===== src/rtl/shift_align_2048_pkg.sv =====
// Shared constants and FSM state encoding for the 2048-bit word-serial left shifter.
package shift_align_2048_pkg;

   localparam int WORD_W    = 32;
   localparam int NUM_WORDS = 64;
   localparam int IDX_W     = 6;
   localparam int LEN_W     = 12;

   typedef enum logic [1:0] {
      IDLE  = 2'd0,
      SKIP  = 2'd1,
      SHIFT = 2'd2,
      PAD   = 2'd3
   } state_t;

endpackage


===== src/rtl/shift_align_2048_funnel_shift32.sv =====
// Combinational 32-bit funnel: (hi << r) | (lo >> (32 - r)); r == 0 passes hi unchanged.
module funnel_shift32
   import shift_align_2048_pkg::*;
(
   input  logic [WORD_W-1:0] iHi,
   input  logic [WORD_W-1:0] iLo,
   input  logic [4:0]        iR,
   output logic [WORD_W-1:0] oY
);

   logic [5:0] w_rsh;

   assign w_rsh = 6'd32 - {1'b0, iR};
   assign oY    = (iR == 5'd0) ? iHi : ((iHi << iR) | (iLo >> w_rsh));

endmodule


===== src/rtl/shift_align_2048.sv =====
// Word-serial left shift of a 2048-bit operand (64 x 32-bit words, MSW first) by a 12-bit length.
// Optional build macro SHIFT_ALIGN_OVF_EN adds the sticky per-frame oOverflow output.
module shift_align_2048
   import shift_align_2048_pkg::*;
(
   input  logic              iClk,
   input  logic              iReset_n,
   input  logic              iStart,
   input  logic [LEN_W-1:0]  iLength,
   input  logic              iValid,
   input  logic [WORD_W-1:0] iData,
   output logic              oValid,
   output logic [WORD_W-1:0] oData,
   output logic              oLast,
   output logic              oBusy,
   output logic              oFinish,
`ifdef SHIFT_ALIGN_OVF_EN
   output logic              oOverflow,
`endif
   output state_t            oDbgState
);

   // Handshake: a word is taken on any cycle with iValid high while in SKIP/SHIFT;
   // there is no back-pressure, and oValid marks each registered output word for one cycle.

   state_t            r_state;
   state_t            w_next;
   logic [IDX_W-1:0]  r_q;
   logic [4:0]        r_r;
   logic              r_all;
   logic [IDX_W-1:0]  r_jcnt;
   logic [IDX_W-1:0]  r_ocnt;
   logic              r_pad_first;
   logic [WORD_W-1:0] r_hold;
   logic              r_valid;
   logic [WORD_W-1:0] r_data;
   logic              r_last;
   logic              r_finish;

   logic              w_start;
   logic              w_accept;
   logic              w_emit;
   logic [WORD_W-1:0] w_emit_data;
   logic [WORD_W-1:0] w_funnel_lo;
   logic [WORD_W-1:0] w_funnel_y;

   assign w_start     = (r_state == IDLE) && iStart;
   assign w_accept    = iValid && ((r_state == SKIP) || (r_state == SHIFT));
   assign w_funnel_lo = (r_state == PAD) ? '0 : iData;

   funnel_shift32 u_funnel (
      .iHi (r_hold),
      .iLo (w_funnel_lo),
      .iR  (r_r),
      .oY  (w_funnel_y)
   );

   always_ff @(posedge iClk) begin
      if (!iReset_n) r_state <= IDLE;
      else           r_state <= w_next;
   end

   always_comb begin
      w_next = r_state;
      case (r_state)
         IDLE:  if (iStart) w_next = (iLength[11] || (iLength[10:5] != '0)) ? SKIP : SHIFT;
         SKIP:  if (iValid) begin
                   if (r_all) begin
                      if (r_jcnt == 6'd63) w_next = PAD;
                   end else if (r_jcnt == (r_q - 6'd1)) begin
                      w_next = SHIFT;
                   end
                end
         SHIFT: if (iValid && (r_jcnt == 6'd63)) w_next = PAD;
         PAD:   if (r_ocnt == 6'd63) w_next = IDLE;
         default: w_next = IDLE;
      endcase
   end

   // Word q only primes the hold register; every later word releases one funnelled word.
   always_comb begin
      w_emit      = 1'b0;
      w_emit_data = '0;
      case (r_state)
         SHIFT: if (iValid && (r_jcnt != r_q)) begin
                   w_emit      = 1'b1;
                   w_emit_data = w_funnel_y;
                end
         PAD:   begin
                   w_emit      = 1'b1;
                   w_emit_data = (r_pad_first && !r_all) ? w_funnel_y : '0;
                end
         default: ;
      endcase
   end

   always_ff @(posedge iClk) begin
      if (!iReset_n) begin
         r_q         <= '0;
         r_r         <= '0;
         r_all       <= 1'b0;
         r_jcnt      <= '0;
         r_ocnt      <= '0;
         r_pad_first <= 1'b0;
         r_hold      <= '0;
         r_valid     <= 1'b0;
         r_data      <= '0;
         r_last      <= 1'b0;
         r_finish    <= 1'b0;
      end else begin
         r_valid  <= w_emit;
         r_data   <= w_emit_data;
         r_last   <= w_emit && (r_ocnt == 6'd63);
         r_finish <= w_emit && (r_ocnt == 6'd63);
         if (w_start) begin
            r_q         <= iLength[10:5];
            r_r         <= iLength[4:0];
            r_all       <= iLength[11];
            r_jcnt      <= '0;
            r_ocnt      <= '0;
            r_pad_first <= 1'b1;
            r_hold      <= '0;
         end
         if (w_accept) begin
            r_jcnt <= r_jcnt + 6'd1;
            if (r_state == SHIFT) r_hold <= iData;
         end
         if (w_emit) r_ocnt <= r_ocnt + 6'd1;
         if (r_state == PAD) r_pad_first <= 1'b0;
      end
   end

`ifdef SHIFT_ALIGN_OVF_EN
   logic              r_ovf;
   logic [WORD_W-1:0] w_top_mask;

   // Bits of W[q] that the left shift pushes past the operand's top edge.
   assign w_top_mask = ~(32'hFFFF_FFFF >> r_r);

   always_ff @(posedge iClk) begin
      if (!iReset_n) begin
         r_ovf <= 1'b0;
      end else if (w_start) begin
         r_ovf <= 1'b0;
      end else if (w_accept) begin
         if ((r_state == SKIP) && (iData != '0))
            r_ovf <= 1'b1;
         if ((r_state == SHIFT) && (r_jcnt == r_q) && ((iData & w_top_mask) != '0))
            r_ovf <= 1'b1;
      end
   end

   assign oOverflow = r_ovf;
`endif

   assign oValid    = r_valid;
   assign oData     = r_data;
   assign oLast     = r_last;
   assign oFinish   = r_finish;
   assign oBusy     = (r_state != IDLE);
   assign oDbgState = r_state;

endmodule


===== config.mk =====
export PLATFORM = sky130hd
export DESIGN_NAME = shift_align_2048
export DESIGN_NICKNAME = d
export VERILOG_FILES = /design/src/rtl/shift_align_2048_pkg.sv /design/src/rtl/shift_align_2048_funnel_shift32.sv /design/src/rtl/shift_align_2048.sv
export SDC_FILE = /design/constraint.sdc
export NUM_CORES = 1
export LEC_CHECK = 0
export BUFFER_PORTS_ARGS = -buffer_cell sky130_fd_sc_hd__buf_2
export CAP_MARGIN = 20
export CELL_PAD_IN_SITES_DETAIL_PLACEMENT = 1
export CELL_PAD_IN_SITES_GLOBAL_PLACEMENT = 1
export CORE_UTILIZATION = 49
export DETAILED_ROUTE_END_ITERATION = 12
export HOLD_SLACK_MARGIN = 0.05
export PLACE_DENSITY = 0.95
export RECOVER_POWER = 25
export REMOVE_ABC_BUFFERS = 1
export SLEW_MARGIN = 5
export SYNTH_ARGS = -nofsm -noshare
export SYNTH_HDL_FRONTEND = slang
export SYNTH_SLANG_ARGS = --single-unit

===== constraint.sdc =====
create_clock -name iClk -period 5.3 [get_ports iClk]
set_input_delay 1.06 -clock iClk [delete_from_list [all_inputs] [get_ports iClk]]
set_output_delay 1.06 -clock iClk [all_outputs]
set_load 0.01 [all_outputs]

# Word-level counts from Yosys, hierarchy flattened
# Index checks and enable logic that the tools add are counted.
[word_totals]
register_bits = 93
in_bits = 48
elab_cells = 71
out_inout_bits = 38
[op_classes]
n_mux = 22
n_reduce_logical = 17
shift = 2
eq_ne = 13
bitwise_logic = 2
n_addsub = 4
[op_table]
columns = ["cell", "n"]
rows = [
  ["32-bit two-way mux", 7],
  ["32-bit one-hot mux with 2 select lines", 1],
  ["32-bit bitwise OR", 1],
  ["32-bit by 5-bit << shifter with 32-bit output", 1],
  ["32-bit by 6-bit >> shifter with 32-bit output", 1],
  ["6-bit two-way mux", 3],
  ["2-bit two-way mux", 8],
  ["6-bit by 1-bit adder with 6-bit output, second input constant", 2],
  ["6-bit == test, second input constant", 2],
  ["2-bit one-hot mux with 4 select lines", 1],
  ["6-bit == test", 1],
  ["1-bit logical AND", 6],
  ["2-bit != test, second input constant", 3],
  ["3-bit by 2-bit != test with 1-bit output, second input constant", 2],
  ["6-bit != test", 1],
  ["6-bit AND reduction", 1],
  ["2-bit nonzero test", 3],
  ["6-bit nonzero test", 1],
  ["6-bit by 1-bit subtractor with 6-bit output, second input constant", 1],
  ["6-bit by 5-bit subtractor with 6-bit output, first input constant", 1],
  ["5-bit zero test", 1],
  ["2-bit == test, second input constant", 2],
  ["2-bit by 1-bit == test with 1-bit output, second input constant", 1],
  ["2-bit zero test", 1],
  ["other kinds (7)", 8],
]

# Logic depth before layout (Yosys ltp)
# Gate-level depths: netlist of the first run.
[depth]
ltp_word = 7
ltp_mapped = 15
ltp_nobuf = 10

# By module
# From an unflattened synthesis of the first run, not the netlist that was laid out.
[hier_totals]
cells_unflattened = 870
area_unflattened_um2 = 7612.3
[by_module_without_submodules]
columns = ["module", "seq_area_each_um2", "cells_each", "instances", "area_each_um2"]
rows = [
  ["funnel_shift32", 0.0, 442, 1, 3902.5],
  ["shift_align_2048", 1861.8, 428, 1, 3709.8],
]

# Least setup slack after synthesis of the first run
# Ideal clock, no wire load.
[synth_timing]
kind = "flip-flop to flip-flop"
startpoint = "register r_r[0]"
endpoint = "register r_data[8] (netlist: oData[8])"
stages_incl_launch_ff = 16
setup_slack_ns = 2.224
t_required_ns = 5.214
setup_ns = 0.086
t_arrival_ns = 2.989
cell_sequence = "dfxtp_1 > buf_6 > buf_6 > buf_6 > inv_2 > buf_2 > ha_1 > nand2_1 > nor2_1 > ha_1 > clkbuf_8 > a21oi_2 > nand2_1 > nor3_1 > a2111oi_4 > a221oi_2"
[synth_via]
elab_chain_len = 6
[synth_rtl]
columns = ["item", "line_no", "text"]
rows = [
  ["start, declared", "shift_align_2048.sv:29", "logic [4:0] r_r;"],
  ["start signal, assigned", "shift_align_2048.sv:117", "r_r <= iLength[4:0];"],
  ["6-bit by 5-bit subtractor with 6-bit output", "shift_align_2048_funnel_shift32.sv:13", "assign w_rsh = 6'd32 - {1'b0, iR};"],
  ["32-bit by 6-bit >> shifter with 32-bit output", "shift_align_2048_funnel_shift32.sv:14", "assign oY = (iR == 5'd0) ? iHi : ((iHi << iR) | (iLo >> w_rsh));"],
  ["32-bit bitwise OR", "shift_align_2048_funnel_shift32.sv:14", ""],
  ["32-bit two-way mux *", "shift_align_2048_funnel_shift32.sv:14", ""],
  ["32-bit two-way mux (on tied branches)", "shift_align_2048.sv:91, shift_align_2048.sv:85", ""],
  ["32-bit one-hot mux with 2 select lines *", "shift_align_2048.sv:84", "case (r_state)"],
  ["end signal, assigned", "shift_align_2048.sv:112", "r_data <= w_emit_data;"],
  ["end, declared", "shift_align_2048.sv:36", "logic [WORD_W-1:0] r_data;"],
]
# Every way passes the cells marked *; elsewhere a longest branch is shown, timed or not.
# A chain may end at the register's enable or synchronous reset.

# Worst setup path in the final report of the first run
[layout_timing]
startpoint = "register r_r[0]"
endpoint = "register r_data[16] (netlist: oData[16])"
# The elaborated chain is that of the path after synthesis.

==> impl_metrics.toml, run 1 <==
[status]
status = "finished clean"

[synthesis]
synth_top_family_by_area = "multiplexers"
netlist_top_cells_area = "dfxtp_1 (24%), mux4_2 (13%), mux2i_1 (8.5%)"
ys_seq_area_frac = 0.243
yosys_register_bits = 93
synthArstFlopShare = 0
synth-adder-area-share = 0.0163
yosys_warnings = 0
yosysUniqueCellTypes = 78
postSynthAreaPerCell_um2 = 8.25
synth_top_area_share = 0.243
synth_mux_area_frac = 0.236
synth_area_mm2 = 0.00766
syn_inst = 929
yosys.area_share.simple = 0.199
synthXorXnorAreaFrac = 0.0194
synthFlopType = "dfxtp_1"
yosysTopAreaCell = "dfxtp_1"
synth-compound-area-share = 0.216
synth-edff-count = 0

[timing]
fin_crit_sh = 0.715
hold_ws_ns = 0.496
setup_viol = 0
fin_crit_ns = 3.79
max-slew-margin-rel = 0.208
worstMarginPinSlew_ns = 1.19
slew_viol_final = 0
hold_viol_final = 0
clock_skew_ns = 0.00557
max_freq_mhz = 264
grt_setup_unrepaired = "no"

[detailed_routing]
drc_errors = 0
viasPerCell = 6.98
wl_per_cell_um = 25.8
drt_wl_total_um = 30500
vias = 8224
dr.pass1.iters = 5
ant_nets = 0
dr.first_iter.drc_count = 1231

[floorplan]
initial_utilization = 0.502
io_pins = 86
dieArea_mm2 = 0.0161
die_w_um = 127
core_area_mm2 = 0.0153
die_h_um = 127
rows = 45

[place]
io_buffers = 85
gp_congestion = 1.08
placed_cells = 1163
dpl.hpwl_um = 21300

[grt]
grt_max_degree = 60
overflow = 0
grt_usage = 0.380
grt_pass1_vias = 8223
antenna_found_initial = 1
grt_pass1_wl_um = 47100

[worst_setup_path]
start_kind = "flop"
worstPathArrival_ns = 4.04
r2r_setup_slack_ns = 1.51
critical_path_required_ns = 5.55
critPathSlowestCell = "dfxtp_4"
cp_max_fo = 29
endpoint_kind = "flop"
crit_path_max_incr_delay_ns = 0.62
path_cells = "inv_2 > ha_1 > buf_4 > inv_1 > nor2_1 > nand2_1 > o21ai_0 > mux2i_1 > o31ai_1"
path_class = "flop to flop"
r2r_cells = 9

[power]
irDropWorstVdd_uv = 330
power.leakage_nw = 2.99
power_w = 0.00364
power_density_mw_per_mm2 = 437

[layout]
antenna_cells = 0
fill_cells = 1915
final_cell_mix = "nand2_1 (132), a21oi_1 (93), dfxtp_1 (91), mux2i_1 (65), nor2_1 (62)"
nNetsFinal = 1021
syn_to_final_growth_pct = 8.67
drive_gt1_frac = 0.178
fin_cells = 1179
layout_commonest_cell = "nand2_1"

[worst_hold_path]
min_path_cells = 2
hold_class = "flop to flop"

[clock_network]
cts_tree = "yes"
htreeDepth = 3
clock_sinks = 93
clk_latency_ns = 0.37
post_cts_resized = 0
cts_hold_buf = 0
post_cts.repair.setup_buffers = 0
clock-root-buffer = "clkbuf_16"
cts_made_buffers = 9
clk_pin_slew_ns = 0.07
cts_max_path_buffers = 2

[run]
max-cap-violations = 0
## cells by family after synthesis
logic type	count (synthesis)
multiplexers	123
adder cells (fa/ha/maj)	10
flip-flops	93
AO/OA/AOI/OAI	262
XOR/XNOR	14
buffers and inverters	99
AND/OR/NAND/NOR	328
## metal layers
metal	GRT usage	routed length (µm)	up-vias
li1	-	-	3513
met1	0.474	11600	3983
met2	0.619	14100	588
met3	0.0867	3190	140
met4	0.188	1540	0
met5	0	0	-
## Yosys cell counts, types with 17 or more instances
cell type    n
nand2_1    132
a21oi_1     93
dfxtp_1     93
mux2i_1     65
nor2_1      62
o21ai_0     58
nand3_1     50
mux4_2      45
clkbuf_1    35
a31oi_1     22
nor3_1      21
buf_2       17
inv_1       17
## cell type report
type                    count  area [µm²]  share of cell area
clock buffers               9         225              0.0270
flip-flops and latches     93        1870               0.224
repair buffers            102         513              0.0616
multi-input cells         737        5260               0.632
clock inverters             7         123              0.0147
inverters                  20        75.1             0.00901
well taps                 211         264              0.0317
## critical path, delay by kind of cell, from the launching register on
kind / cells / cell delay [ns]
adder cells (fa/ha/maj): 1 / 0.36
buffers and inverters: 3 / 0.95
AND/OR/NAND/NOR: 2 / 0.71
flip-flops: 1 / 0.62
AO/OA/AOI/OAI: 2 / 0.71
multiplexers: 1 / 0.32
## stage by stage
| stage | utilization | setup WS [ns] | setup TNS [ns] | cell area (µm²) |
|---|---|---|---|---|
| global placement | 0.526 | 1.83 | 0 | 8020 |
| CTS | 0.548 | 1.63 | 0 | 8370 |
| finish | 0.546 | 1.51 | 0 | 8330 |
| global route | 0.546 | 1.31 | 0 | 8330 |
| floorplan | - | -0.433 | -4.96 | 7200 |
| detailed placement | 0.526 | 1.64 | 0 | 8020 |
## report_power, final
part | total, W | leakage, nW | switching, W | internal [W]
Sequential | 0.000821 | 0.753 | 0.0000726 | 0.000749
Clock | 0.000768 | 0.162 | 0.000304 | 0.000463
Combinational | 0.00205 | 2.07 | 0.00139 | 0.000656
Total | 0.00364 | 2.99 | 0.00177 | 0.00187
## worst paths after layout
path                          startpoint                      to
hold / removal    r_ocnt[1]$_SDFFE_PN0P_  r_ocnt[1]$_SDFFE_PN0P_
setup / recovery     r_r[0]$_SDFFE_PN0P_    oData[16]$_SDFF_PN0_
setup reg to reg     r_r[0]$_SDFFE_PN0P_    oData[16]$_SDFF_PN0_
hold reg to reg   r_ocnt[1]$_SDFFE_PN0P_  r_ocnt[1]$_SDFFE_PN0P_
## registers in the layout, summed over array words and instances (netlist names)
register / flops
r_q: 6
oValid: 1
r_r: 5
r_all: 1
r_jcnt: 6
oDbgState: 2
r_ocnt: 6
r_pad_first: 1
r_hold: 32
oData: 32
oFinish: 1
Note: power is estimated with default switching activity, not from simulation.
==> run 2: changes to the inputs <==
--- a/config.mk
+++ b/config.mk
@@ -9,10 +9,10 @@
 export CAP_MARGIN = 20
 export CELL_PAD_IN_SITES_DETAIL_PLACEMENT = 1
 export CELL_PAD_IN_SITES_GLOBAL_PLACEMENT = 1
-export CORE_UTILIZATION = 49
+export CORE_UTILIZATION = 41
 export DETAILED_ROUTE_END_ITERATION = 12
 export HOLD_SLACK_MARGIN = 0.05
-export PLACE_DENSITY = 0.95
+export PLACE_DENSITY = 0.88
 export RECOVER_POWER = 25
 export REMOVE_ABC_BUFFERS = 1
 export SLEW_MARGIN = 5
==> constraint.sdc (replaced) <==
create_clock -name iClk -period 3.3 [get_ports iClk]
set_input_delay 0.66 -clock iClk [delete_from_list [all_inputs] [get_ports iClk]]
set_output_delay 0.66 -clock iClk [all_outputs]
set_load 0.01 [all_outputs]
==> run 2 against run 1 <==
- the flow now finishes with violations (DRC)
- combinational power rose by 62%
- largest power group unchanged
- sequential power increased by 61%
- flip-flop and latch count stayed put
==> impl_metrics.toml, run 2 (same netlist as run 1, synthesis figures left out) <==
[floorplan]
die_w_um = 139
core_area_mm2 = 0.0181
dieArea_mm2 = 0.0192
initial_utilization = 0.422
rows = 49
die_h_um = 139
io_pins = 86

[worst_setup_path]
crit_path_max_incr_delay_ns = 0.64
critical_path_required_ns = 3.50
critPathTopFamily = "compound AO/OA/AOI/OAI gates"
path_cells = "buf_12 > mux4_2 > a22oi_1 > a21boi_0 > nor2_1 > a2111oi_4 > a221oi_2"
path_class = "flop to flop"
worst-path-buf-inv = 1
start_kind = "flop"
cp_max_fo = 71
endpoint_kind = "flop"
worstPathArrival_ns = 2.97
critPathSlowestCell = "mux4_2"
r2r_cells = 7
cp_num_cells = 7

[timing]
setup_viol = 0
hold_viol_final = 0
max_freq_mhz = 361
clock_skew_ns = 0.00507
slew_viol_final = 0
worstMarginPinSlew_ns = 0.942
fin_crit_sh = 0.839
max-slew-margin-rel = 0.366
grt_setup_unrepaired = "no"
fin_crit_ns = 2.77

[worst_hold_path]
hold_class = "flop to flop"
min_path_cells = 2

[power]
power.leakage_nw = 3.08
power_density_mw_per_mm2 = 677
irDropWorstVdd_uv = 419

[grt]
grt_pass1_vias = 7969
grt_usage = 0.310
antenna_found_initial = 0
grt_pass1_wl_um = 46000
grt_max_degree = 72
overflow = 0

[layout]
final_util = 0.468
nNetsFinal = 1043
antenna_cells = 0
drive_gt1_frac = 0.194
fill_cells = 2218
fin_cells = 1219
layout_commonest_cell = "nand2_1"
syn_to_final_growth_pct = 10.7
final_cell_mix = "nand2_1 (132), a21oi_1 (93), dfxtp_1 (91), mux2i_1 (65), nor2_1 (62)"

[clock_network]
cts_tree = "yes"
clk_pin_slew_ns = 0.06
cts_max_path_buffers = 2
post_cts_resized = 0
htreeDepth = 3
post_cts.repair.setup_buffers = 0
clk_latency_ns = 0.36
cts_made_buffers = 9
cts_hold_buf = 0
clock_sinks = 93
clock-root-buffer = "clkbuf_16"

[detailed_routing]
drt_wl_total_um = 29700
drc_errors = 8
dr.pass1.iters = 10
dr.first_iter.drc_count = 747
viasPerCell = 6.53
ant_nets = 0
wl_per_cell_um = 24.4
vias = 7958

[place]
gp_congestion = 1.01
io_buffers = 85
placed_cells = 1203
dpl.hpwl_um = 22400

[status]
violations = "DRC"
status = "finished, violations left"

[run]
max-cap-violations = 0
==> run 2: cell count changes in the layout (fill, tap and decap cells not counted), sizes merged <==
cell      previous run  this run
clkinv               1         2
clkbuf              41        45
inv                 21        20
clkinvlp             2         0
bufinv               3         1
buf                 70        92
==> run 2: path summary, 6_finish.rpt <==
path,start,end,slack (ns)
worst max-delay path,r_r[0]$_SDFFE_PN0P_,oData[8]$_SDFF_PN0_,0.53
worst min-delay path,r_ocnt[1]$_SDFFE_PN0P_,r_ocnt[1]$_SDFFE_PN0P_,0.49
worst max register to register,r_r[0]$_SDFFE_PN0P_,oData[8]$_SDFF_PN0_,0.53
worst min register to register,r_ocnt[1]$_SDFFE_PN0P_,r_ocnt[1]$_SDFFE_PN0P_,0.49
==> run 2: layout make-up <==
class	instances	area (µm²)	share of cell area
well taps	229	287	0.0338
clock inverters	3	43.8	0.00516
inverters	20	75.1	0.00885
multi-input cells	737	5260	0.620
clock buffers	13	260	0.0307
flip-flops and latches	93	1870	0.220
repair buffers	124	691	0.0814
==> run 2: metal layers <==
metal / track usage / up-vias / share of wire
met1: 0.403 / 3948 / 0.42
met4: 0.130 / 0 / 0.040
met3: 0.0646 / 86 / 0.079
met2: 0.501 / 369 / 0.46
li1: - / 3555 / -
met5: 0 / - / 0
==> run 2: power by group <==
| part | switching, W | internal (W) | leakage (nW) | total [W] |
|---|---|---|---|---|
| Clock | 0.000469 | 0.000630 | 0.150 | 0.00110 |
| Sequential | 0.000113 | 0.00120 | 0.753 | 0.00132 |
| Combinational | 0.00217 | 0.00116 | 2.18 | 0.00333 |
| Total | 0.00275 | 0.00299 | 3.08 | 0.00574 |
==> run 2: worst min-delay path: stages, from the launching register on <==
cell and delay [ns]:
dfxtp_1 0.32, nand3_1 0.07, a21oi_1 0.05
==> run 2: metrics by stage <==
stage / worst slack [ns] / TNS [ns] / hold WS (ns) / area (µm²) / power [W]
after floorplan: -2.43 / -67.94 / 0.448 / 7200 / 0.00341
after global placement: 0.577 / 0 / 0.473 / 8220 / 0.00452
after detailed placement: 0.563 / 0 / 0.482 / 8220 / 0.00457
after CTS: 0.536 / 0 / 0.491 / 8520 / 0.00568
after global routing: 0.382 / 0 / 0.521 / 8480 / 0.00603
final: 0.532 / 0 / 0.490 / 8480 / 0.00574
==> run 3: changes to the inputs <==
--- a/config.mk
+++ b/config.mk
@@ -9,10 +9,10 @@
 export CAP_MARGIN = 20
 export CELL_PAD_IN_SITES_DETAIL_PLACEMENT = 1
 export CELL_PAD_IN_SITES_GLOBAL_PLACEMENT = 1
-export CORE_UTILIZATION = 41
+export CORE_UTILIZATION = 45
 export DETAILED_ROUTE_END_ITERATION = 12
 export HOLD_SLACK_MARGIN = 0.05
-export PLACE_DENSITY = 0.88
+export PLACE_DENSITY = 0.91
 export RECOVER_POWER = 25
 export REMOVE_ABC_BUFFERS = 1
 export SLEW_MARGIN = 5
==> constraint.sdc (replaced) <==
create_clock -name iClk -period 2.7 [get_ports iClk]
set_input_delay 0.54 -clock iClk [delete_from_list [all_inputs] [get_ports iClk]]
set_output_delay 0.54 -clock iClk [all_outputs]
set_load 0.01 [all_outputs]
==> run 3 against run 2 <==
- the flow now finishes without violations
- die area decreased by 8.8%
- sequential power up 22%
- design area grew 4.6%
- clock power up 29%
- power rose by 32%
- global-route usage grew 5.9 points
- highest routed layer unchanged
==> impl_metrics.toml, run 3 (same netlist as run 1, synthesis figures left out) <==
[layout]
layout_commonest_cell = "nand2_1"
fill_cells = 2058
final_cell_mix = "nand2_1 (132), a21oi_1 (92), dfxtp_1 (91), mux2i_1 (65)"
syn_to_final_growth_pct = 15.8
antenna_cells = 0
nNetsFinal = 1075
drive_gt1_frac = 0.226

[clock_network]
clk_pin_slew_ns = 0.07
clock_sinks = 93
cts_max_path_buffers = 2
clock-root-buffer = "clkbuf_16"
htreeDepth = 3
clk_latency_ns = 0.37
cts_made_buffers = 9
cts_tree = "yes"

[place]
gp_congestion = 1.08
io_buffers = 85
dpl.hpwl_um = 24000
pre_cts_ws_ns = 0.0285

[timing]
hold_ws_ns = 0.412
worstMarginPinSlew_ns = 0.974
fin_crit_sh = 0.988
max_freq_mhz = 375
fin_crit_ns = 2.67
setup_viol = 0
grt_setup_unrepaired = "no"
tns_ns = 0
hold_viol_final = 0
slew_viol_final = 0
max-slew-margin-rel = 0.344
clock_skew_ns = 0.00938
finalWorstSetupSlack_ns = 0.0335

[detailed_routing]
vias = 8495
drt_wl_total_um = 32200
wl_per_cell_um = 25.9
dr.pass1.iters = 5
viasPerCell = 6.84
dr.first_iter.drc_count = 900
ant_nets = 0
drc_errors = 0

[floorplan]
rows = 47
initial_utilization = 0.462
core_area_mm2 = 0.0166
io_pins = 86
dieArea_mm2 = 0.0176
die_w_um = 133
die_h_um = 133

[worst_setup_path]
worstPathArrival_ns = 2.96
endpoint_kind = "flop"
critical_path_required_ns = 2.99
start_kind = "flop"
path_class = "flop to flop"
cp_max_fo = 8

[power]
power_frac_clock = 0.188
comb_power_share = 0.599
p_seq_frac = 0.213
power_density_mw_per_mm2 = 851
p_sw_frac = 0.477
irDropWorstVdd_uv = 537
power.net_switching_w = 0.00360
power.leakage_nw = 3.28
p_int_w = 0.00395

[worst_hold_path]
hold_class = "input pin to flop"

[grt]
grt_usage = 0.369
grt_max_degree = 43
grt_pass1_vias = 8581
grt_pass1_wl_um = 49700
overflow = 0
antenna_found_initial = 0

[status]
status = "finished clean"

[run]
max-cap-violations = 0
run 3: critical path: stages, from the launching register on:
cell     delay [ns]
dfxtp_4        0.39
inv_2          0.07
ha_2           0.32
xor2_4         0.36
mux2i_1        0.42
mux2i_1        0.23
o22ai_1        0.40
nand3_1        0.18
a21oi_1        0.21
run 3: layout make-up:
type | instances | area, µm² | share of cell area
Clock buffer | 10 | 250 | 0.0282
Clock inverter | 6 | 76.3 | 0.00860
Inverter | 20 | 75.1 | 0.00846
Multi-Input combinational cell | 737 | 5300 | 0.598
Sequential cell | 93 | 1870 | 0.210
Tap cell | 220 | 275 | 0.0310
Timing Repair Buffer | 156 | 1030 | 0.116
run 3: repair_timing:
action / in CTS / in global routing
buffers inserted: 1 / 2
hold buffers: 0 / 0
cloned: 0 / 1
pin swaps: 1 / 3
gates resized for setup: 0 / 9
setup endpoints to repair: 1 / 10
run 3: path summary, 6_finish.rpt:
check | start | end | slack (ns) | cells after the start
setup reg to reg | r_r[0]$_SDFFE_PN0P_ | oData[1]$_SDFF_PN0_ | 0.03 | 8
hold / removal | iLength[3] | r_r[3]$_SDFFE_PN0P_ | 0.41 | 3
hold reg to reg | r_q[5]$_SDFFE_PN0P_ | r_q[5]$_SDFFE_PN0P_ | 0.49 | 2
setup / recovery | r_r[0]$_SDFFE_PN0P_ | oData[1]$_SDFF_PN0_ | 0.03 | 8
run 3: power groups by stage:
stage          Combinational (W)  Clock, W  Sequential [W]
5_1_grt                  0.00475   0.00149         0.00161
3_3_place_gp             0.00409         0         0.00161
2_1_floorplan            0.00246         0         0.00171
6_report                 0.00452   0.00142         0.00161
4_1_cts                  0.00424   0.00143         0.00159
3_5_place_dp             0.00419         0         0.00162
run 3: metrics by stage:
stage	power, W	utilization	instances	instance area, µm²
final	0.00755	0.535	1242	8870
after global routing	0.00785	0.535	1242	8870
after CTS	0.00727	0.532	1239	8820
after detailed placement	0.00582	0.511	1222	8480
after global placement	0.00571	0.511	1222	8480
after floorplan	0.00417	-	850	7200
run 3: per-layer routing:
metal	up-vias	track usage	routed length, µm
li1	3630	-	-
met1	4139	0.461	12400
met2	574	0.576	14600
met3	152	0.0881	3250
met4	0	0.225	2010
met5	-	0	0
